[config.mk]
export PLATFORM = sky130hd
export DESIGN_NAME = reset_sequencer
export DESIGN_NICKNAME = d
export VERILOG_FILES = /design/src/rtl/reset_sequencer.sv
export SDC_FILE = /design/constraint.sdc
export NUM_CORES = 1
export LEC_CHECK = 0
export ABC_CLOCK_PERIOD_IN_PS = 3200
export BUFFER_PORTS_ARGS = -buffer_cell sky130_fd_sc_hd__buf_2
export CAP_MARGIN = 20
export CORE_ASPECT_RATIO = 0.8
export CORE_UTILIZATION = 55
export CTS_CLUSTER_SIZE = 8
export DETAILED_ROUTE_END_ITERATION = 6
export PLACE_DENSITY_LB_ADDON = 0.12
export REMOVE_ABC_BUFFERS = 1
export SYNTH_ARGS = -nofsm -noshare
export SYNTH_HDL_FRONTEND = slang
export SYNTH_SLANG_ARGS = --single-unit
[constraint.sdc]
create_clock -name CLK -period 3.2 [get_ports CLK]
set_clock_uncertainty 0.2 [all_clocks]
set_input_delay 0.32 -clock CLK [delete_from_list [all_inputs] [get_ports CLK]]
set_output_delay 0.32 -clock CLK [all_outputs]
set_load 0.02 [all_outputs]
[src/rtl/reset_sequencer.sv]
// reset_sequencer: holds all downstream reset domains for HOLD_CYCLES after a
// trigger, then releases them one by one (bit 0 first) every STAGE_GAP cycles.
// Triggers are RST, a software request, or a watchdog timeout in RUN; the cause
// of the most recent sequence is kept in rst_cause.
module reset_sequencer #(
   parameter int NUM_DOM     = 4,
   parameter int HOLD_CYCLES = 128,
   parameter int STAGE_GAP   = 16,
   parameter int CNT_W       = 16,
   parameter int WDT_TIMEOUT = 1 << 20,
   parameter int WDT_W       = 24
) (
   input  logic               CLK,
   input  logic               RST,
   input  logic               sw_rst_req,
   input  logic               wdt_enable,
   input  logic               wdt_kick,
   output logic [NUM_DOM-1:0] rst_out,
   output logic               all_released,
   output logic               busy,
   output logic [1:0]         rst_cause
);

   localparam int IDX_W = (NUM_DOM > 1) ? $clog2(NUM_DOM) : 1;

   localparam logic [CNT_W-1:0] HOLD_LAST = CNT_W'(HOLD_CYCLES - 1);
   localparam logic [CNT_W-1:0] GAP_LAST  = CNT_W'(STAGE_GAP - 1);
   localparam logic [WDT_W-1:0] WDT_LAST  = WDT_W'(WDT_TIMEOUT - 1);
   localparam logic [IDX_W-1:0] IDX_LAST  = IDX_W'(NUM_DOM - 1);

   localparam logic [1:0] CAUSE_RST = 2'b00;
   localparam logic [1:0] CAUSE_SW  = 2'b01;
   localparam logic [1:0] CAUSE_WDT = 2'b10;

   typedef enum logic [1:0] {
      ST_ASSERT  = 2'd0,
      ST_RELEASE = 2'd1,
      ST_RUN     = 2'd2
   } state_t;

   state_t             state, state_d;
   logic [CNT_W-1:0]   cnt, cnt_d;
   logic [IDX_W-1:0]   idx, idx_d;
   logic [WDT_W-1:0]   wdt_cnt, wdt_cnt_d;
   logic [NUM_DOM-1:0] rst_out_d;
   logic               all_released_d;
   logic               busy_d;
   logic [1:0]         rst_cause_d;
   logic               wdt_timeout;

   // Next-state and registered-output computation; triggers override the
   // normal sequencing so a restart always begins from a clean hold phase.
   always_comb begin
      state_d        = state;
      cnt_d          = cnt;
      idx_d          = idx;
      wdt_cnt_d      = wdt_cnt;
      rst_out_d      = rst_out;
      all_released_d = all_released;
      busy_d         = busy;
      rst_cause_d    = rst_cause;
      wdt_timeout    = 1'b0;

      case (state)
         ST_ASSERT: begin
            wdt_cnt_d = '0;
            if (cnt == HOLD_LAST) begin
               rst_out_d[0] = 1'b0;
               if (NUM_DOM == 1) begin
                  state_d        = ST_RUN;
                  all_released_d = 1'b1;
                  busy_d         = 1'b0;
               end else begin
                  state_d = ST_RELEASE;
                  cnt_d   = '0;
                  idx_d   = IDX_W'(1);
               end
            end else begin
               cnt_d = cnt + CNT_W'(1);
            end
         end

         ST_RELEASE: begin
            wdt_cnt_d = '0;
            if (cnt == GAP_LAST) begin
               rst_out_d[idx] = 1'b0;
               cnt_d          = '0;
               idx_d          = idx + IDX_W'(1);
               if (idx == IDX_LAST) begin
                  state_d        = ST_RUN;
                  all_released_d = 1'b1;
                  busy_d         = 1'b0;
               end
            end else begin
               cnt_d = cnt + CNT_W'(1);
            end
         end

         ST_RUN: begin
            // A kick or a disabled watchdog clears the count before any
            // timeout test, so a kick on the timeout edge suppresses it.
            if (!wdt_enable || wdt_kick) begin
               wdt_cnt_d = '0;
            end else if (wdt_cnt == WDT_LAST) begin
               wdt_timeout = 1'b1;
            end else begin
               wdt_cnt_d = wdt_cnt + WDT_W'(1);
            end
         end

         default: begin
            state_d = ST_ASSERT;
         end
      endcase

      // Software request outranks the watchdog when both land on one edge.
      if (sw_rst_req || wdt_timeout) begin
         state_d        = ST_ASSERT;
         cnt_d          = '0;
         idx_d          = '0;
         wdt_cnt_d      = '0;
         rst_out_d      = '1;
         all_released_d = 1'b0;
         busy_d         = 1'b1;
         rst_cause_d    = sw_rst_req ? CAUSE_SW : CAUSE_WDT;
      end
   end

   // State and output registers; RST forces the power-up trigger state.
   always_ff @(posedge CLK) begin
      if (RST) begin
         state        <= ST_ASSERT;
         cnt          <= '0;
         idx          <= '0;
         wdt_cnt      <= '0;
         rst_out      <= '1;
         all_released <= 1'b0;
         busy         <= 1'b1;
         rst_cause    <= CAUSE_RST;
      end else begin
         state        <= state_d;
         cnt          <= cnt_d;
         idx          <= idx_d;
         wdt_cnt      <= wdt_cnt_d;
         rst_out      <= rst_out_d;
         all_released <= all_released_d;
         busy         <= busy_d;
         rst_cause    <= rst_cause_d;
      end
   end

endmodule

-- After elaboration in Yosys (flattened, before gate mapping)
Cells that the tools add are included.
- input port bits: 5
- word-level logic and storage cells: 62
- output and inout port bits: 8
- flip-flop bits (word level): 52
- magnitude comparators: 2
- equal/unequal tests: 10
- bitwise logic cells: 3
- reductions and logical operators: 14
- muxes and demuxes: 21
- add/subtract/negate cells: 3
- operators by type and width (kind ; number):
    24-bit 2-to-1 mux ; 2
    24-bit case mux with 2 select lines ; 1
    16-bit 2-to-1 mux ; 2
    16-bit case mux with 2 select lines ; 1
    24-bit by 1-bit adder with 24-bit output (second input constant) ; 1
    24-bit by 20-bit == test with 1-bit output (second input constant) ; 1
    16-bit by 1-bit adder with 16-bit output (second input constant) ; 1
    16-bit by 4-bit == test with 1-bit output (second input constant) ; 1
    16-bit by 7-bit == test with 1-bit output (second input constant) ; 1
    2-bit 2-to-1 mux ; 5
    1-bit 2-to-1 mux ; 6
    2-bit inequality test (second input constant) ; 3
    2-bit case mux with 3 select lines ; 1
    3-bit AND reduction ; 2
    4-bit bitwise AND ; 1
    2-bit == test (second input constant) ; 2
    4-bit inverter ; 1
    2-bit case mux with 2 select lines ; 1
    2-bit AND reduction ; 2
    4-bit AND reduction ; 1
    2-bit nonzero test ; 2
    2-bit OR reduction ; 2
    2-bit by 3-bit < comparator with 1-bit output (second input constant) ; 1
    3-bit inequality test (second input constant) ; 1
    10 further kinds ; 11

-- Longest topological paths before layout
Gate-level depths: netlist (run 1).
- depth in word-level cells: 8
- gate-level depth with buffers: 10
- depth with buffers taken out: 7

-- Worst setup path after synthesis (run 1)
No wires, ideal clock.
- path kind: reg-to-reg
- start point: reg cnt[11]
- end point: reg cnt[9]
- library setup time: 0.115 ns
- required time: 2.885 ns
- setup slack: 0.939 ns
- period minus slack after synthesis: 2.261 ns
- path buffers: 1
- data arrival time: 1.945 ns
- stages on the path, launching flop included: 8
- cell sequence: dfxtp_1 -> or4_4 -> or4_4 -> nor2_2 -> a21oi_2 -> o21ai_4 -> buf_8 -> nor2_2
- longest elaborated chain between the ends: 3
- elaborated cells on any way between the ends: 5
- those cells by class: eq/ne: 2; mux: 3
- RTL lines (element ; line ; RTL):
    start: declaration ; 42 ; logic [CNT_W-1:0] cnt, cnt_d;
    start signal: assignment ; 142 ; cnt <= cnt_d;
    16-bit by 4-bit == test with 1-bit output or 16-bit by 7-bit == test with 1-bit output (tied branches) ; 85, 67 ;
    16-bit 2-to-1 mux (on tied branches) ; 85, 67 ;
    16-bit case mux with 2 select lines (*) ; 64 ; case (state)
Every way passes the cells marked *; elsewhere a longest branch is shown, timed or not.
A chain may end at the register's enable or synchronous reset.

-- Worst setup path in the final report (run 1)
- start point: reg cnt[7]
- end point: reg cnt[2]
The elaborated chain is that of the path after synthesis.

==> metrics.md, run 1 <==
| Metric | Value |
|---|---|
| Final WS setup | 0.633 ns |
| Hold Violations, Final | 0 |
| Vias in the first global route | 1861 |
| Max_cap viols | 0 |
| DP HPWL | 3580 µm |
| TritonCTS clock tree | yes |
| Crit path kind | register to register |
| DP Worst Slack | 0.626 ns |
| Setup crit end kind | register |
| Post-CTS sizing | 0 |
| Vias per inst | 5.76 |
| Die height | 64.3 µm |
| Yosys reg bits | 52 |
| Share of layout cells above drive strength 1 | 15.7% |
| Cell Area, Synth | 2670 µm² |
| Synth Flop Type | dfxtp_1 |
| Max Root-Sink Buffers | 2 |
| CTS Buf Count | 5 |
| Setup crit start kind | register |
| I/O pins | 13 |
| WL final | 5230 µm |
| EDFF count, synth | 0 |
| Core area | 4620 µm² |
| Unrepaired setup endpoints after global routing | no |
| Leakage | 0.915 nW |
| Final instance area | 2800 µm² |
| Die area | 5140 µm² |
| Final-layout fill cell count | 421 |
| CTS Hold Bufs | 0 |
| Global-route wire length before repair | 8910 µm |
| Highest Clock Rate | 390 MHz |
| Root buf cell | clkbuf_8 |
| Outcome | finished, final reports clean |
| Total power | 1.05 mW |
| Max VDD drop | 0.274 mV |
| Post-DP Area | 2710 µm² |
| Synth warn | 0 |
| Worst Hold Class | input pin to register |
| Sequential standard cell area | 1040 µm² |
| Top cell type's share of synthesized area | 39.0% |
| # nets final | 334 |
| Largest net degree at the start of global routing | 29 |
| DRT Pass-1 Iters | 4 |
| Area leader, netlist | dfxtp_1 |
| Setup TNS | 0 ns |
| Crit share post-route | 80.2% |
| Initial drt markers | 131 |
| # port buffers | 12 |
| Area Overhead vs Synth | 4.92% |
| Commonest cells in the netlist | 52 x dfxtp_1, 34 x a21oi_1, 34 x nor2_1 |
| Cells after Synth | 314 |
| Most numerous cell in the Yosys netlist | dfxtp_1 |
| Chip width | 79.9 µm |
| Data required, critical path | 3.18 ns |
| Worst rel slew slack | 56.8% |
| Slew Viols, Final | 0 |
| Yosys cell types | 52 |
| Hold depth | 2 |
| Final setup violation count | 0 |
| Placer Congestion | 0.779 |
| Congestion Overflow GR | 0 |
| Share of synthesized registers carrying an async set or reset | 0% |
| Initial antenna violation count | 0 |
| Sequential area share after synthesis | 39.0% |
| Clk Latency, worst-skew pair | 0.30 ns |
| Power density cells | 376 nW/µm² |
| H-tree levels | 2 |
| Setup slack on the worst flop-to-flop path | 0.63 ns |
| Critical-path maximum fanout | 15 |
| CTS Sinks | 52 |
| ANT cells | 0 |
| DR DRC count | 0 |
| CP Data Arrival Time | 2.55 ns |
| Rows | 22 |
| Slew @ Worst Pin | 0.647 ns |
| Area occupied by multi-input gates | 1490 µm² |
| Starting Density | 57.8% |
| Minimum clock period | 2.57 ns |
| Leading post-synthesis cells by cell area | dfxtp_1 39%, a21oi_1 6.4%, nor2_1 4.8%, nand2_1 4.2%, xor2_1 3.6% |
| Synthesized area per cell | 8.51 µm² |
| Routed len/inst | 13.6 µm |
| Via count | 2213 |
| Post-CTS Setup Bufs | 0 |
| Clock Pin Slew Worst Setup and Hold Paths | 0.09 ns |
| R2R cell count | 6 |
| Antenna Violating Nets Remaining | 0 |
| GR Util All Layers | 22.1% |
==> area by class of cell <==
type	instances	share of cell area (%)
multi-input cells	243	53.1
repair buffers	16	3.21
flip-flops and latches	52	37.1
inverters	5	0.670
clock buffers	6	2.59
well taps	60	2.68
clock inverters	2	0.580
==> critical path, stage by stage (launching register included) <==
cell and delay, ns:
dfxtp_1 0.37, or4_1 0.57, or4_4 0.56, nor2_2 0.12, a21oi_2 0.06, o21ai_4 0.46
nor2_1 0.11
==> routing by layer <==
layer  up-vias  track usage, %  part of all wire [%]
met5         -               0                     0
met1      1013            32.2                    54
met4         0            7.37                  0.92
met2        44            32.3                    41
li1       1149               -                     -
met3         7            4.43                   3.6
==> stage by stage <==
| stage | std cells | hold slack, ns | util (%) |
|---|---|---|---|
| after CTS | 384 | 0.00970 | 60.6 |
| after global placement | 376 | 0.227 | 58.7 |
| after detailed placement | 376 | 0.234 | 58.7 |
| after global routing | 384 | 0.0240 | 60.6 |
| after floorplan | 300 | 0.192 | - |
| final | 384 | 0.0280 | 60.6 |
==> layout by cell type (no fill, tap or decap), drive strengths merged, types with 5 or more instances in the layout <==
cell type   n
nand3      12
clkbuf      6
o21ai      18
a21oi      35
inv         5
nor3       11
or4         5
nor2       45
ha          6
a211oi      7
nand2      31
dfxtp      52
xor2       11
nand4      10
or3         8
a31oi       7
buf        16
and3        5
==> sequential cells by signal, summed over array words and instances, names as in the netlist <==
name and flops:
idx 2, rst_cause 2, busy 1, rst_out 4, wdt_cnt 24, all_released 1, state 2, cnt 16
==> where the power goes <==
| group | internal, mW | switching (mW) |
|---|---|---|
| sequential | 0.649 | 0.00151 |
| combinational | 0.00774 | 0.0189 |
| clock | 0.156 | 0.220 |
==> path summary, 6_finish.rpt <==
check,start,endpoint
min,RST,rst_cause[0]$_SDFFE_PP0P_
min reg2reg,rst_out[3]$_SDFFE_PP1P_,rst_out[3]$_SDFFE_PP1P_
max,cnt[7]$_SDFFE_PP0P_,cnt[2]$_SDFFE_PP0P_
max reg2reg,cnt[7]$_SDFFE_PP0P_,cnt[2]$_SDFFE_PP0P_
==> cell families (layout without fill, tap and decap cells) <==
logic type	count (synthesis)	after routing	synth area share [%]
multiplexers	1	1	0.375
AO/OA/AOI/OAI	74	74	17.8
adder cells (fa/ha/maj)	6	6	2.81
XOR/XNOR	15	15	4.92
AND/OR/NAND/NOR	147	147	29.9
flip-flops	52	52	39.0
buffers and inverters	19	29	5.29
No activity file was read; power rests on OpenSTA's default activity.
==> run 2: changes to the inputs <==
ABC_CLOCK_PERIOD_IN_PS = 2400   (was 3200)
clock period = 2.4 ns   (was 3.2 ns; I/O delays follow)
==> run 2 against run 1 <==
Sequential power grew 33%; global-route usage grew 2.0 points; non-clock buffer count grew 21; via count grew 5.5%; first-iteration DRC count grew 53%; worst setup slack lost 0.53 ns; combinational power grew 84%; count of clock-buffer cells in the layout shrank 1; largest power group unchanged.
==> metrics.md, run 2 (synthesized netlist as in run 1, its figures left out) <==
| Metric | Value |
|---|---|
| Outcome | finished, final reports clean |
| Most frequent CP cell | or4_4 |
| Slew @ Worst Pin | 0.351 ns (-0.295 ns) |
| Met3 Usage GRT | 4.29% (-0.14 points) |
| Slew Viols, Final | 0 (unchanged) |
| Gate power share | 3.0% (+0.5 points) |
| Most frequent cells in the layout | 51 x dfxtp_1, 34 x nor2_1, 34 x a21oi_1 |
| Final instance area | 3050 µm² (+8.8%) |
| Biggest register | wdt_cnt |
| Rows | 22 (unchanged) |
| Max Root-Sink Buffers | 2 (unchanged) |
| Vias per inst | 5.77 (about the same) |
| TritonCTS clock tree | yes |
| Hold_sp | wdt_kick |
| Worst r2r dst | cnt[3]$_SDFFE_PP0P_ |
| GR Util All Layers | 24.1% (+2.0 points) |
| I/O pins | 13 (unchanged) |
| CP delay by family, top | simple AND/OR/NAND/NOR gates |
| Area Overhead vs Synth | 14.2% |
| ANT cells | 0 (unchanged) |
| Hold depth | 5 (+3) |
| Data required, critical path | 2.41 ns (-0.77 ns) |
| Minimum clock period | 2.30 ns (-0.266 ns) |
| H-tree levels | 2 (unchanged) |
| Reg2reg start | cnt[12]$_SDFFE_PP0P_ |
| CP Data Arrival Time | 2.31 ns (-0.24 ns) |
| Clk Latency, worst-skew pair | 0.31 ns (about the same) |
| Via count | 2335 (+5.5%) |
| Max_cap viols | 0 (unchanged) |
| Largest net degree at the start of global routing | 23 (-21%) |
| Global Route met1 Usage | 35.8% (+3.6 points) |
| NetSw | 321 µW (+33%) |
| Root buf cell | clkbuf_8 |
| Vias in the first global route | 2077 (+12%) |
| Buffer and inverter count on the worst path | 1 (+1) |
| Critical-path maximum fanout | 15 (unchanged) |
| Setup crit end kind | register |
| Slowest CP cell | or4_4 |
| Clock power frac | 43.4% (+7.7 points) |
| Unrepaired setup endpoints after global routing | no |
| # nets final | 356 (+6.6%) |
| Setup slack on the worst flop-to-flop path | 0.1 ns (-0.53 ns) |
| Global routing usage on met2 | 35.4% (+3.1 points) |
| DRT Pass-1 Iters | 5 (+1) |
| Core area | 4620 µm² (unchanged) |
| Die area | 5140 µm² (unchanged) |
| Placer Congestion | 0.816 (+4.8%) |
| Chip width | 79.9 µm (unchanged) |
| DP HPWL | 3960 µm (+11%) |
| CTS Buf Count | 5 (unchanged) |
| Crit path kind | register to register |
| WL final | 5780 µm (+10%) |
| Commonest non-fill, non-tap cell in the layout | dfxtp_1 |
| Post-CTS Setup Bufs | 0 (unchanged) |
| Seq pwr share | 53.6% (-8.1 points) |
| CP Cell Sequence | or4_4 > or4_4 > nor2_2 > a21oi_2 > o21ai_4 > buf_12 > nor2_1 |
| Die height | 64.3 µm (unchanged) |
| Worst Setup SP | cnt[12]$_SDFFE_PP0P_ |
| CTS Sinks | 52 (unchanged) |
| Crit share post-route | 95.9% (+16 points) |
| R2R cell count | 7 (+1) |
| Share of layout cells above drive strength 1 | 21.4% (+5.7 points) |
| DR DRC count | 0 (unchanged) |
| Global-route wire length before repair | 9660 µm (+8.4%) |
| Worst Hold Class | input pin to register |
| Worst rel slew slack | 76.5% (+20 points) |
| Starting Density | 57.8% (unchanged) |
| Congestion Overflow GR | 0 (unchanged) |
| Critical Path Max Stage Delay | 0.57 ns (about the same) |
| Routed len/inst | 14.3 µm (+4.7%) |
| WP depth | 7 (+1) |
| Hold path endpoint | wdt_cnt[20]$_SDFFE_PP0P_ |
| # port buffers | 12 (unchanged) |
| Initial drt markers | 200 (+53%) |
| Initial antenna violation count | 0 (unchanged) |
| Leakage | 1.06 nW (+16%) |
| Clock Pin Slew Worst Setup and Hold Paths | 0.09 ns (about the same) |
| Hold Violations, Final | 0 (unchanged) |
| Post-DP Area | 2880 µm² (+6.2%) |
| Final setup violation count | 0 (unchanged) |
| Setup crit start kind | register |
| Power density cells | 530 nW/µm² (+41%) |
| Setup TNS | 0 ns (unchanged) |
| Antenna Violating Nets Remaining | 0 (unchanged) |
| Max reg flops | 24 (unchanged) |
| Internal | 1.30 mW (+60%) |
| GRT busiest layer | met1 |
| Max VDD drop | 0.312 mV (+14%) |
| Largest registers | wdt_cnt x24, cnt x16, rst_out x4 |
| Sw Share | 19.8% (-3.0 points) |
| Highest Clock Rate | 435 MHz (+12%) |
==> run 2: how the worst max path moves through the flow <==
stage                               endpoint
floorplan                cnt[0]$_SDFFE_PP0P_
global placement     rst_out[0]$_SDFFE_PP1P_
CTS                 wdt_cnt[22]$_SDFFE_PP0P_
finish                   cnt[3]$_SDFFE_PP0P_
detailed placement       cnt[3]$_SDFFE_PP0P_
global route        wdt_cnt[22]$_SDFFE_PP0P_
==> run 2: metal layers <==
| layer | vias up | routed length [µm] |
|---|---|---|
| li1 | 1189 | - |
| met1 | 1080 | 3000 |
| met2 | 59 | 2420 |
| met3 | 7 | 297 |
| met4 | 0 | 61 |
| met5 | - | 0 |
==> run 2: metrics by stage <==
stage	util [%]	setup WS [ns]	instances	hold WS, ns	total power [mW]
finish	66.0	0.0991	405	0.204	1.62
CTS	65.5	0.102	404	0.186	1.63
global route	66.0	0.0147	405	0.226	1.67
detailed placement	62.3	0.122	395	0.231	0.934
floorplan	-	0.0506	300	0.112	0.909
global placement	62.3	0.152	395	0.226	0.933
==> run 2: what timing repair did <==
| action | CTS | global route |
|---|---|---|
| hold buffers | 2 | 0 |
| hold endpoints to repair | 2 | 0 |
| resized for setup | 0 | 3 |
| endpoints found under the setup margin | 0 | 22 |
==> run 2: power groups by stage <==
stage          sequential (mW)  combinational (mW)  clock, mW
2_1_floorplan            0.888              0.0211          0
3_3_place_gp             0.887              0.0459          0
3_5_place_dp             0.887              0.0465          0
4_1_cts                  0.867              0.0493      0.713
5_1_grt                  0.868              0.0538      0.747
6_report                 0.867              0.0492      0.701
==> run 2: cell type report <==
cell class / instances / area (µm²)
Tap cell: 60 / 75.1
Fill cell: 398 / 1570
Timing Repair Buffer: 37 / 278
Inverter: 5 / 18.8
Clock inverter: 2 / 60.1
Clock buffer: 5 / 68.8
Multi-Input combinational cell: 244 / 1510
Sequential cell: 52 / 1040
==> run 2: tightest hold or removal path: stages <==
cell     delay [ns]
buf_2          0.10
nor3b_1        0.05
buf_4          0.16
nand2_1        0.07
a21oi_1        0.06
==> run 3: changes to the inputs <==
--- a/config.mk
+++ b/config.mk
@@ -6,5 +6,5 @@
 export NUM_CORES = 1
 export LEC_CHECK = 0
-export ABC_CLOCK_PERIOD_IN_PS = 2400
+export ABC_CLOCK_PERIOD_IN_PS = 2000
 export BUFFER_PORTS_ARGS = -buffer_cell sky130_fd_sc_hd__buf_2
 export CAP_MARGIN = 20
==> constraint.sdc (replaced) <==
create_clock -name CLK -period 2 [get_ports CLK]
set_clock_uncertainty 0.2 [all_clocks]
set_input_delay 0.2 -clock CLK [delete_from_list [all_inputs] [get_ports CLK]]
set_output_delay 0.2 -clock CLK [all_outputs]
set_load 0.1 [all_outputs]
==> run 3 against run 2 <==
The flow now finishes with violations (negative setup slack); global-route usage up 2.2 points; utilization grew 14 points; via count rose by 16%; worst setup slack worse by 0.37 ns; clock power is 2% higher; flip-flop and latch count stayed put.
==> metrics.md, run 3 (synthesized netlist as in run 1, its figures left out) <==
| Metric | Value |
|---|---|
| Outcome | finished, violations left |
| Failing checks | negative setup slack |
| GR Util All Layers | 26.3% (+2.2 points) |
| Setup crit end kind | register |
| WL met1 | 3220 µm (+7.6%) |
| Congestion Overflow GR | 0 (unchanged) |
| Hold_sp | rst_out[2]$_SDFFE_PP1P_ |
| Core area | 4620 µm² (unchanged) |
| Placer Congestion | 0.824 (+0.97%) |
| Clock power frac | 38.9% (-4.5 points) |
| Final instance area | 3680 µm² (+21%) |
| Largest net degree at the start of global routing | 17 (-26%) |
| Root buf cell | clkbuf_8 |
| Biggest register | wdt_cnt |
| Worst Hold Class | register to register |
| H-tree levels | 2 (unchanged) |
| Metal2 WL | 3170 µm (+31%) |
| Hold Violations, Final | 0 (unchanged) |
| WL met3 | 475 µm (+60%) |
| Chip width | 79.9 µm (unchanged) |
| Crit share post-route | 114% (+18 points) |
| Rows | 22 (unchanged) |
| DR DRC count | 0 (unchanged) |
| Via count | 2713 (+16%) |
| Starting Density | 57.8% (unchanged) |
| Die area | 5140 µm² (unchanged) |
| Slew Viols, Final | 0 (unchanged) |
| Commonest non-fill, non-tap cell in the layout | buf_4 |
| Area Overhead vs Synth | 37.8% |
| R2R cell count | 7 (unchanged) |
| Initial drt markers | 240 (+20%) |
| Final setup violation count | 51 (+51) |
| Fin util | 79.6% (+14 points) |
| DR top layer | met4 |
| Max_cap viols | 0 (unchanged) |
| # nets final | 419 (+18%) |
| # port buffers | 12 (unchanged) |
| CTS Buf Count | 5 (unchanged) |
| Hold path endpoint | rst_out[2]$_SDFFE_PP1P_ |
| Vias in the first global route | 2286 (+10%) |
| I/O pins | 13 (unchanged) |
| Leakage | 1.42 nW (+34%) |
| Data required, critical path | 2.03 ns (-0.38 ns) |
| Die height | 64.3 µm (unchanged) |
| CTS Sinks | 52 (unchanged) |
| Internal | 1.45 mW (+12%) |
| Worst r2r dst | wdt_cnt[9]$_SDFFE_PP0P_ |
| Setup crit start kind | register |
| TritonCTS clock tree | yes |
| Max reg flops | 24 (unchanged) |
| WL final | 6990 µm (+21%) |
| Unrepaired setup endpoints after global routing | yes |
| Critical-path maximum fanout | 13 (-2) |
| Largest registers | wdt_cnt x24, cnt x16, rst_out x4 |
| Sw Share | 21.6% (+1.7 points) |
| Most frequent cells in the layout | 73 x buf_4, 51 x dfxtp_1, 32 x nor2_1 |
| Power density cells | 502 nW/µm² (-5.3%) |
| Setup slack on the worst flop-to-flop path | -0.27 ns (-0.37 ns) |
| Gate power share | 4.9% (+1.9 points) |
| ANT cells | 0 (unchanged) |
| Routed len/inst | 14.9 µm (+4.5%) |
| DP HPWL | 4420 µm (+12%) |
| DRT Pass-1 Iters | 5 (unchanged) |
| Total power | 1.85 mW (+14%) |
| Global-route wire length before repair | 10600 µm (+9.9%) |
| Post-DP Area | 3290 µm² (+14%) |
| Final-layout fill cell count | 312 (-22%) |
| Minimum clock period | 2.27 ns (-0.0273 ns) |
| Max VDD drop | 0.307 mV (-1.6%) |
| Vias per inst | 5.78 (+0.33%) |
| Slew @ Worst Pin | 0.484 ns (+0.133 ns) |
| NetSw | 399 µW (+24%) |
| Crit path kind | register to register |
| Highest Clock Rate | 440 MHz (+1.2%) |
| Clk Latency, worst-skew pair | 0.30 ns (about the same) |
| Worst rel slew slack | 67.9% (-8.6 points) |
| Antenna Violating Nets Remaining | 0 (unchanged) |
| Final WS setup | -0.274 ns (-0.373 ns) |
| Max Root-Sink Buffers | 2 (unchanged) |
| Reg2reg start | wdt_cnt[21]$_SDFFE_PP0P_ |
| Hold depth | 2 (-3) |
| CP Data Arrival Time | 2.30 ns (about the same) |
| Clock Pin Slew Worst Setup and Hold Paths | 0.09 ns (about the same) |
| Seq pwr share | 56.3% (+2.7 points) |
| Initial antenna violation count | 0 (unchanged) |
| Share of layout cells above drive strength 1 | 37.2% (+16 points) |
## run 3: cell count changes in the layout (fill, tap and decap cells not counted), sizes merged
| cell | delta |
|---|---|
| buf | +63 |
| clkinvlp | +1 |
| bufinv | -1 |
| a31o | +1 |
| o21a | -1 |
| clkinv | +1 |
## run 3: worst max path at each step
stage,startpoint,to,slack [ns],depth (start not counted)
after floorplan,cnt[11]$_SDFFE_PP0P_,cnt[0]$_SDFFE_PP0P_,-0.35,6
after global placement,cnt[11]$_SDFFE_PP0P_,cnt[2]$_SDFFE_PP0P_,-0.21,7
after detailed placement,cnt[11]$_SDFFE_PP0P_,cnt[0]$_SDFFE_PP0P_,-0.23,7
after CTS,cnt[11]$_SDFFE_PP0P_,cnt[0]$_SDFFE_PP0P_,-0.24,7
after global routing,wdt_cnt[21]$_SDFFE_PP0P_,wdt_cnt[9]$_SDFFE_PP0P_,-0.36,7
final,wdt_cnt[21]$_SDFFE_PP0P_,wdt_cnt[9]$_SDFFE_PP0P_,-0.27,7
## run 3: area by class of cell
cell class / count / area [µm²] / area share, %
Multi-Input combinational cell: 244 / 1620 / 43.9
Clock inverter: 3 / 42.5 / 1.16
Tap cell: 60 / 75.1 / 2.04
Timing Repair Buffer: 100 / 817 / 22.2
Inverter: 5 / 18.8 / 0.510
Clock buffer: 5 / 68.8 / 1.87
Sequential cell: 52 / 1040 / 28.3
## run 3: per-layer routing
metal  vias up  GRT usage (%)
li1       1319              -
met1      1246           39.3
met2       128           38.9
met3        20           4.86
met4         0           5.58
met5         -              0
## run 3: repair_timing
item / 4_1_cts / 5_1_grt
pin swaps: 0 / 8
setup endpoints to repair: 51 / 51
gates cloned: 1 / 1
hold endpoints to repair: 2 / 0
buffers inserted: 2 / 7
resized for setup: 11 / 31
hold buffers: 2 / 0
## run 3: stage by stage
stage / setup TNS (ns) / setup WS [ns] / std cells / hold WS [ns]
after detailed placement: -7.74 / -0.225 / 448 / 0.228
after global routing: -12.46 / -0.359 / 469 / 0.258
after CTS: -7.73 / -0.240 / 461 / 0.245
final: -8.95 / -0.274 / 469 / 0.240
after global placement: -7.41 / -0.208 / 448 / 0.225
after floorplan: -11.54 / -0.349 / 300 / 0.0724
## run 3: worst max-delay path, cell delays in order, from the launching register on
cell	delay, ns
dfxtp_2	0.33
or4b_4	0.56
nor4_4	0.17
and3_4	0.26
o21a_4	0.24
buf_4	0.16
a21oi_1	0.05
a211oi_2	0.22
## run 3: power groups by stage
stage	sequential (mW)	combinational, mW	clock, mW
final	1.04	0.0900	0.718
after global routing	1.04	0.0957	0.781
after CTS	1.04	0.0851	0.734
after detailed placement	1.06	0.0737	0
after floorplan	1.07	0.0253	0
after global placement	1.06	0.0730	0
